<file path="config.mk">
export PLATFORM = sky130hd
export DESIGN_NAME = uart_tx_flat
export DESIGN_NICKNAME = d
export VERILOG_FILES = /design/src/rtl/uart_tx_if.sv /design/src/rtl/uart_tx.sv /design/src/flat_wrapper.sv
export SDC_FILE = /design/constraint.sdc
export NUM_CORES = 1
export LEC_CHECK = 0
export ABC_AREA = 1
export BUFFER_PORTS_ARGS = -buffer_cell sky130_fd_sc_hd__buf_2
export CORE_ASPECT_RATIO = 0.7
export CORE_MARGIN = 2
export CORE_UTILIZATION = 35
export CTS_CLUSTER_SIZE = 40
export DETAILED_ROUTE_END_ITERATION = 6
export MAX_ROUTING_LAYER = met4
export SYNTH_ARGS = -nofsm -noshare
export SYNTH_HDL_FRONTEND = slang
export SYNTH_SLANG_ARGS = --single-unit
</file>
<file path="constraint.sdc">
create_clock -name clk -period 4 [get_ports clk]
set_input_delay 0.4 -clock clk [delete_from_list [all_inputs] [get_ports clk]]
set_output_delay 0.4 -clock clk [all_outputs]
set_load 0.05 [all_outputs]
</file>
<file path="src/rtl/uart_tx_if.sv">
// Parallel-side handshake of the UART transmitter: word request in, busy/done status out.
interface uart_tx_if #(
   parameter int DBIT = 8
) ();
   logic            tx_start;
   logic [DBIT-1:0] tx_din;
   logic            tx_busy;
   logic            tx_done_tick;

   modport master (output tx_start, output tx_din, input tx_busy, input tx_done_tick);
   modport slave  (input tx_start, input tx_din, output tx_busy, output tx_done_tick);
endinterface

</file>
<file path="src/rtl/uart_tx.sv">
// UART transmitter: start bit, DBIT data bits LSB first, optional parity, stop period,
// paced by a 16x oversampling baud tick.
module uart_tx #(
   parameter int DBIT       = 8,
   parameter int SB_TICK    = 16,
   parameter int PARITY_EN  = 0,
   parameter int PARITY_ODD = 0
) (
   input  logic     clk,
   input  logic     reset_n,
   input  logic     s_tick,
   uart_tx_if.slave bus,
   output logic     tx
);
   localparam int S_MAX = (SB_TICK > 16) ? SB_TICK : 16;
   localparam int SW    = $clog2(S_MAX);
   localparam int NW    = $clog2(DBIT);

   typedef enum logic [2:0] {
      IDLE   = 3'd0,
      START  = 3'd1,
      DATA   = 3'd2,
      PARITY = 3'd3,
      STOP   = 3'd4
   } state_t;

   state_t          state, state_next;
   logic [SW-1:0]   s, s_next;
   logic [NW-1:0]   n, n_next;
   logic [DBIT-1:0] b, b_next;
   logic            tx_reg, tx_next;
   logic            done_reg, done_next;
   logic            par_reg, par_next;

   always_ff @(posedge clk or negedge reset_n) begin
      if (!reset_n) begin
         state    <= IDLE;
         s        <= '0;
         n        <= '0;
         b        <= '0;
         tx_reg   <= 1'b1;
         done_reg <= 1'b0;
         par_reg  <= 1'b0;
      end else begin
         state    <= state_next;
         s        <= s_next;
         n        <= n_next;
         b        <= b_next;
         tx_reg   <= tx_next;
         done_reg <= done_next;
         par_reg  <= par_next;
      end
   end

   always_comb begin
      state_next = state;
      s_next     = s;
      n_next     = n;
      b_next     = b;
      tx_next    = tx_reg;
      done_next  = 1'b0;
      par_next   = par_reg;
      case (state)
         IDLE: begin
            tx_next = 1'b1;
            if (bus.tx_start) begin
               state_next = START;
               s_next     = '0;
               b_next     = bus.tx_din;
               par_next   = (^bus.tx_din) ^ (PARITY_ODD != 0);
               tx_next    = 1'b0;
            end
         end
         START: begin
            if (s_tick) begin
               if (s == SW'(15)) begin
                  state_next = DATA;
                  s_next     = '0;
                  n_next     = '0;
                  tx_next    = b[0];
               end else begin
                  s_next = s + SW'(1);
               end
            end
         end
         DATA: begin
            if (s_tick) begin
               if (s == SW'(15)) begin
                  s_next = '0;
                  b_next = b >> 1;
                  if (n == NW'(DBIT - 1)) begin
                     if (PARITY_EN != 0) begin
                        state_next = PARITY;
                        tx_next    = par_reg;
                     end else begin
                        state_next = STOP;
                        tx_next    = 1'b1;
                     end
                  end else begin
                     n_next  = n + NW'(1);
                     // b[1] becomes b[0] after this shift, so drive it now
                     tx_next = b[1];
                  end
               end else begin
                  s_next = s + SW'(1);
               end
            end
         end
         PARITY: begin
            if (s_tick) begin
               if (s == SW'(15)) begin
                  state_next = STOP;
                  s_next     = '0;
                  tx_next    = 1'b1;
               end else begin
                  s_next = s + SW'(1);
               end
            end
         end
         STOP: begin
            tx_next = 1'b1;
            if (s_tick) begin
               if (s == SW'(SB_TICK - 1)) begin
                  state_next = IDLE;
                  s_next     = '0;
                  done_next  = 1'b1;
               end else begin
                  s_next = s + SW'(1);
               end
            end
         end
         default: begin
            state_next = IDLE;
            s_next     = '0;
            n_next     = '0;
            b_next     = '0;
            tx_next    = 1'b1;
         end
      endcase
   end

   assign tx               = tx_reg;
   assign bus.tx_busy      = (state != IDLE);
   assign bus.tx_done_tick = done_reg;
endmodule

</file>
<file path="src/flat_wrapper.sv">
// flat-port wrapper written by rule: the top's interface ports become plain ports
module uart_tx_flat 
#(
   parameter int DBIT       = 8,
   parameter int SB_TICK    = 16,
   parameter int PARITY_EN  = 0,
   parameter int PARITY_ODD = 0
)
  (clk, reset_n, s_tick, tx, bus_tx_start, bus_tx_din, bus_tx_busy, bus_tx_done_tick);
  uart_tx_if #(.DBIT(DBIT)) bus_i ();
  input  logic clk;
  input  logic reset_n;
  input  logic s_tick;
  output logic tx;
  input wire logic [$bits(bus_i.tx_start)-1:0] bus_tx_start;
  input wire logic [$bits(bus_i.tx_din)-1:0] bus_tx_din;
  output wire logic [$bits(bus_i.tx_busy)-1:0] bus_tx_busy;
  output wire logic [$bits(bus_i.tx_done_tick)-1:0] bus_tx_done_tick;
  assign bus_i.tx_start = bus_tx_start;
  assign bus_i.tx_din = bus_tx_din;
  assign bus_tx_busy = bus_i.tx_busy;
  assign bus_tx_done_tick = bus_i.tx_done_tick;
  uart_tx #(.DBIT(DBIT), .SB_TICK(SB_TICK), .PARITY_EN(PARITY_EN), .PARITY_ODD(PARITY_ODD)) u_core (.clk(clk), .reset_n(reset_n), .s_tick(s_tick), .bus(bus_i), .tx(tx));
endmodule
</file>
==> Yosys cells after proc, flatten, opt, wreduce, memory -nomap -nowiden <==
Cells that the tools add are included.
{ "word_totals": {"regBits": 20, "in_bits": 12, "output_inout_bits": 3, "elab_cells": 73} }
{ "classes": {"n_addsub": 2, "eq_ne": 18, "mux": 35, "bitwise_logic": 2, "reduce_logical": 10} }
{ "ops": {"columns": ["operator", "count"], "rows": [
  ["$mux 3", 13],
  ["$mux 8", 3],
  ["$pmux 8 s3", 1],
  ["$pmux 3 s5", 1],
  ["$mux 4", 3],
  ["$ne 2x1->1 const B", 6],
  ["$ne 2x2->1 const B", 6],
  ["$reduce_and 6->1", 2],
  ["$mux 1", 11],
  ["$reduce_and 10->1", 1],
  ["$pmux 3 s3", 1],
  ["$pmux 4 s2", 1],
  ["$eq 3x2->1 const B", 2],
  ["$eq 3x3->1 const B", 2],
  ["$reduce_or 3->1", 2],
  ["$add 4x1->4 const B", 1],
  ["$eq 4x4->1 const B", 1],
  ["$pmux 1 s4", 1],
  ["$reduce_and 4->1", 1],
  ["$reduce_or 4->1", 1],
  ["$add 3x1->3 const B", 1],
  ["$eq 3x1->1 const B", 1],
  ["$logic_not 3->1", 1],
  ["$reduce_bool 3->1", 1],
  ["other kinds (2)", 3]
]} }

==> Logic depth before layout (Yosys ltp) <==
{ "logic_depth": {"ltp_word": 5, "mapped_depth": 9, "ltp_nobuf": 9} }

==> Worst setup path before layout <==
No wires, ideal clock.
{ "synth_timing": {"path_kind": "flip-flop to flip-flop", "start": "reg u_core.state[2]", "end": "reg u_core.b[0]", "setup_ns": 0.116, "arrival_time_ns": 1.475, "required_time_ns": 3.884, "path_slack_ns": 2.409, "stages_incl_launch_ff": 8, "path_buffers": 0, "period_less_slack_ns": 1.591, "cell_sequence": "dfrtp_1 inv_2 nand2_1 clkinv_1 nand2_1 nand2_1 nand3_1 nand2_1"} }
{ "synth_via": {"elab_chain_cells": 4, "word_cells_on_any_way": 12, "classes_between": "eq/ne: 7; mux: 1; bitwise: 1; reduce/logical: 3"} }
{ "synth_rtl": {"columns": ["item", "line", "rtl"], "rows": [
  ["start: declaration", "uart_tx.sv:27", "state_t state, state_next;"],
  ["start signal: assignment", "uart_tx.sv:45", "state <= state_next;"],
  ["$eq 3x1->1, or another cell as far along", "uart_tx.sv:63", "case (state)"],
  ["$reduce_or 3->1 (no source line)", null, null],
  ["$not 1->1 (no source line)", null, null],
  ["$reduce_and 4->1 (no source line)", null, null],
  ["end signal: assignment", "uart_tx.sv:48", "b <= b_next;"],
  ["end: declaration", "uart_tx.sv:30", "logic [DBIT-1:0] b, b_next;"]
]} }
Several ways; a longest one is shown, not always the timed one.
A chain may end at the register's enable or synchronous reset.

==> Worst setup path in the final report <==
{ "layout_timing": {"start": "reg u_core.state[2]", "end": "reg u_core.state[1]"} }
{ "layout_via": {"elab_chain_cells": 3, "word_cells_on_any_way": 17, "classes_between": "eq/ne: 14; mux: 1; reduce/logical: 2"} }
{ "layout_rtl": {"columns": ["item", "line"], "rows": [
  ["$eq 3x3->1, or another cell as far along", "uart_tx.sv:63"],
  ["$ne 2x1->1 (no source line) or $ne 2x2->1 (tied branches)", null],
  ["$reduce_and 10->1 (no source line)", null]
]} }
Several ways; a longest one is shown, not always the timed one.

==> impl_results.rst <==
.. list-table::
   :header-rows: 1

   * - Metric
     - Value
   * - Status
     - finished, final reports clean
   * - H-tree levels
     - 1
   * - Slowest CP cell
     - nor2_1
   * - DRC violation total after the first TritonRoute iteration
     - 80
   * - CTS Sinks
     - 20
   * - Flip-flop count of the largest register after layout
     - 8
   * - Count of yosys warnings during synthesis
     - 0
   * - Clock root buffer master
     - clkbuf_8
   * - Post-Route WL
     - roughly 2.5 mm
   * - DR WL/cell
     - between 10 and 15 um
   * - Reported leakage power
     - approximately 0.76 nW
   * - Half-perimeter wire length after placement
     - between 1.5 and 2 mm
   * - Crit Reg-Reg Endpoint
     - u_core.state[1]
   * - Achievable frequency
     - about 0.57 GHz
   * - Count of unique library cells instantiated by Yosys
     - 28
   * - # hold bufs at CTS
     - 0
   * - Pwr Density
     - between 800 and 900 mW/mm^2
   * - TritonCTS clock tree
     - built
   * - Antenna viol nets, final
     - 0
   * - Vias post-DR
     - 1060
   * - Max-slew headroom
     - 0.557
   * - Largest registers in the final layout
     - u_core.b: 8 flops, u_core.s: 4 flops
   * - Nets
     - ~200
   * - Largest cells by area after synthesis
     - dfrtp_1 38%, nand2_1 21%, nand3_1 5.2%
   * - Data arrival time of the critical path
     - approximately 1.9 ns
   * - Transition time of the tightest slew-check pin
     - 0.663 ns
   * - Footprint of the flip-flops and latches
     - 502 um^2
   * - Peak supply drop
     - 0.224 mV
   * - Placeable Area
     - 0.00347 mm^2
   * - Worst setup EP type
     - register
   * - Remaining global-route overflow
     - 0
   * - Number of iterations in the first detailed-routing pass
     - 4
   * - Cell taking the most area after synthesis
     - dfrtp_1
   * - Global placer's final weighted congestion
     - roughly 0.82
   * - Starting utilization of the core area
     - 0.359
   * - Fin. Hold Viols
     - 0
   * - Overall power after layout
     - about 1.2 mW
   * - Number of cells on the worst reg-to-reg path
     - 8
   * - Setup slack, reg-to-reg
     - 2.25 ns
   * - Share of layout cells above drive strength 1
     - 0.222
   * - Clock input transition at the sequential cells of the worst setup and hold paths
     - 0.08 ns
   * - Max incr delay on CP
     - around 0.52 ns
   * - Synthesized flop and latch total
     - 20
   * - Mapped Nets
     - 179
   * - Seq/Total Area, Yosys
     - 0.403
   * - Register with the most flip-flops
     - u_core.b
   * - Max_cap viols
     - 0
   * - Final max-slew violation count
     - 0
   * - Final worst-path cycle share
     - 0.437
   * - Post-synth top cells
     - 71 x nand2_1, 19 x dfrtp_1, 13 x nand3_1
   * - Width of the die
     - roughly 75 um
   * - Fraction of registers with async set/reset
     - 1.00
   * - Number of placement rows
     - 18
   * - Growth of design area from synthesis to finish
     - 13.9%
   * - Antenna diode instance count
     - 0
   * - Height of the die
     - about 54 um
   * - Detailed-route vias per instance
     - 4.61
   * - Worst setup SP type
     - register
   * - Crit path max fanout
     - 11
   * - Launch point of the worst reg-to-reg path
     - u_core.state[2]
   * - Average cell area after synthesis
     - roughly 7.6 um^2
   * - Drc violations
     - 0
   * - Setup repair after global routing missed its margin
     - no
   * - Wire length of the first global-routing pass
     - about 4.3 mm
   * - Hold Crit Class
     - input pin to asynchronous set/reset pin
   * - Mapped cell area
     - between 0.001 and 0.0015 mm^2
   * - Area of the multi-input gates
     - between 600 and 700 um^2
   * - Full die area
     - 0.00406 mm^2
   * - Buffers from clock root to sink, at most
     - 2
   * - Worst Path Class, Setup
     - register to register
   * - Minimum clock period after layout
     - 1.75 ns
   * - Crit-path most repeated cell
     - nand2_1
   * - Number of synthesized flops with an enable pin
     - 0
   * - Buffer count from post-CTS setup fixing
     - 0
   * - Setup Viol. Count Final
     - 0
   * - Critical path cell sequence
     - inv_2 > nand2_1 > nor2_1 > nand2_1 > nand2_1 > inv_1 > nand4_1 > nand2_1
   * - Post-cts gate resize count
     - 0
   * - Fraction of the core area covered by cells at the end of the flow
     - 0.409
   * - Most frequently used flop master after synthesis
     - dfrtp_1
   * - Largest net degree at the start of global routing
     - 21
   * - Most common cell in the synthesized netlist
     - nand2_1
   * - Syn Inst Count
     - ~160
   * - Antenna violations before repair
     - 0
   * - Number of fillers in the final layout
     - roughly 370
   * - Overall track demand over capacity in global routing
     - 0.148
   * - Port-buffer cells
     - 14
   * - Number of top-level pins
     - 15
   * - Clock latency reported for the late side of the worst-skew pair
     - ~0.26 ns
   * - Critical path data required time
     - around 4.2 ns
   * - Top-area cell type share of the netlist area
     - 0.382
   * - Clock buffer count from CTS
     - 3
   * - Via count of the first global-routing pass
     - a little over 900
   * - Worst Clk Skew
     - 0.00261 ns
   * - Final total negative setup slack
     - 0 ns
-- kinds of logic after synthesis --
| kind of cell | share of synthesized area |
|---|---|
| AOI/OAI and AO/OA | 0.0552 |
| buffers and inverters | 0.0542 |
| xor gates and xnor gates | 0.0141 |
| adders and majority gates | 0.0301 |
| and+or+nand+nor | 0.444 |
| DFF | 0.403 |
-- area by class of cell --
class / instances / area share
Timing Repair Buffer: 14 / 0.0494
Clock buffer: 4 / 0.0388
Multi-Input combinational cell: 128 / 0.477
Tap cell: 50 / 0.0441
Inverter: 14 / 0.0370
Sequential cell: 20 / 0.354
-- critical path: cells and delay by family, from the launching register on --
kind | cells | cell delay (ns)
flops | 1 | 0.46
simple gates | 6 | 0.97
buf+inv | 2 | 0.22
-- placed cells by master (no fill, tap or decap) --
cell / n
nor2_1: 8
nand3b_2: 1
or2_1: 1
o21ai_4: 1
ha_1: 3
nand2_8: 1
dfrtp_1: 19
nand2_2: 4
nand3_2: 1
nor2_4: 3
clkinv_1: 1
inv_2: 5
o22a_1: 1
nor2_8: 1
clkbuf_8: 4
xor2_1: 2
nor2_2: 2
o21ai_2: 1
o21ai_1: 2
o21ai_0: 4
nor3_1: 2
buf_2: 14
dfstp_2: 1
nand3_1: 13
a21oi_1: 1
inv_1: 8
nand2_1: 71
nand4_1: 4
nand3_4: 1
-- metrics by stage --
step	setup WS, ns	std cells	cell area, um^2	hold WS, ns
floorplan	2.41	164	1250	0.104
global route	2.00	230	1420	0.118
finish	2.25	230	1420	0.0889
global placement	2.38	226	1360	0.386
CTS	2.23	230	1420	0.104
detailed placement	2.25	226	1360	0.394
-- layer usage --
layer / wire (um) / part of all wire / track usage
met1: 1350 / 0.53 / 0.207
met2: 1080 / 0.43 / 0.203
met3: 83 / 0.033 / 0.0449
met4: 14 / 0.0055 / 0.0439
met5: 0 / 0 / -
-- power breakdown --
group          internal (mW)  leakage [nW]  total [mW]  switching (mW)
Sequential             0.274         0.263       0.342          0.0682
Clock                 0.0877        0.0288       0.157          0.0689
Combinational          0.213         0.471       0.664           0.451
Total                  0.575         0.763        1.16           0.588
-- worst max-delay path by stage --
stage | start | to | slack [ns] | cells after the start
final | u_core.state[2] | u_core.state[1] | 2.25 | 8
after global routing | u_core.state[2] | u_core.state[1] | 2.00 | 8
after CTS | u_core.state[2] | u_core.state[1] | 2.23 | 8
after floorplan | u_core.state[2] | u_core.b[0] | 2.41 | 7
after global placement | u_core.state[2] | u_core.state[0] | 2.38 | 8
after detailed placement | u_core.state[2] | u_core.state[1] | 2.25 | 8
Note: power is estimated with default switching activity, not from simulation.
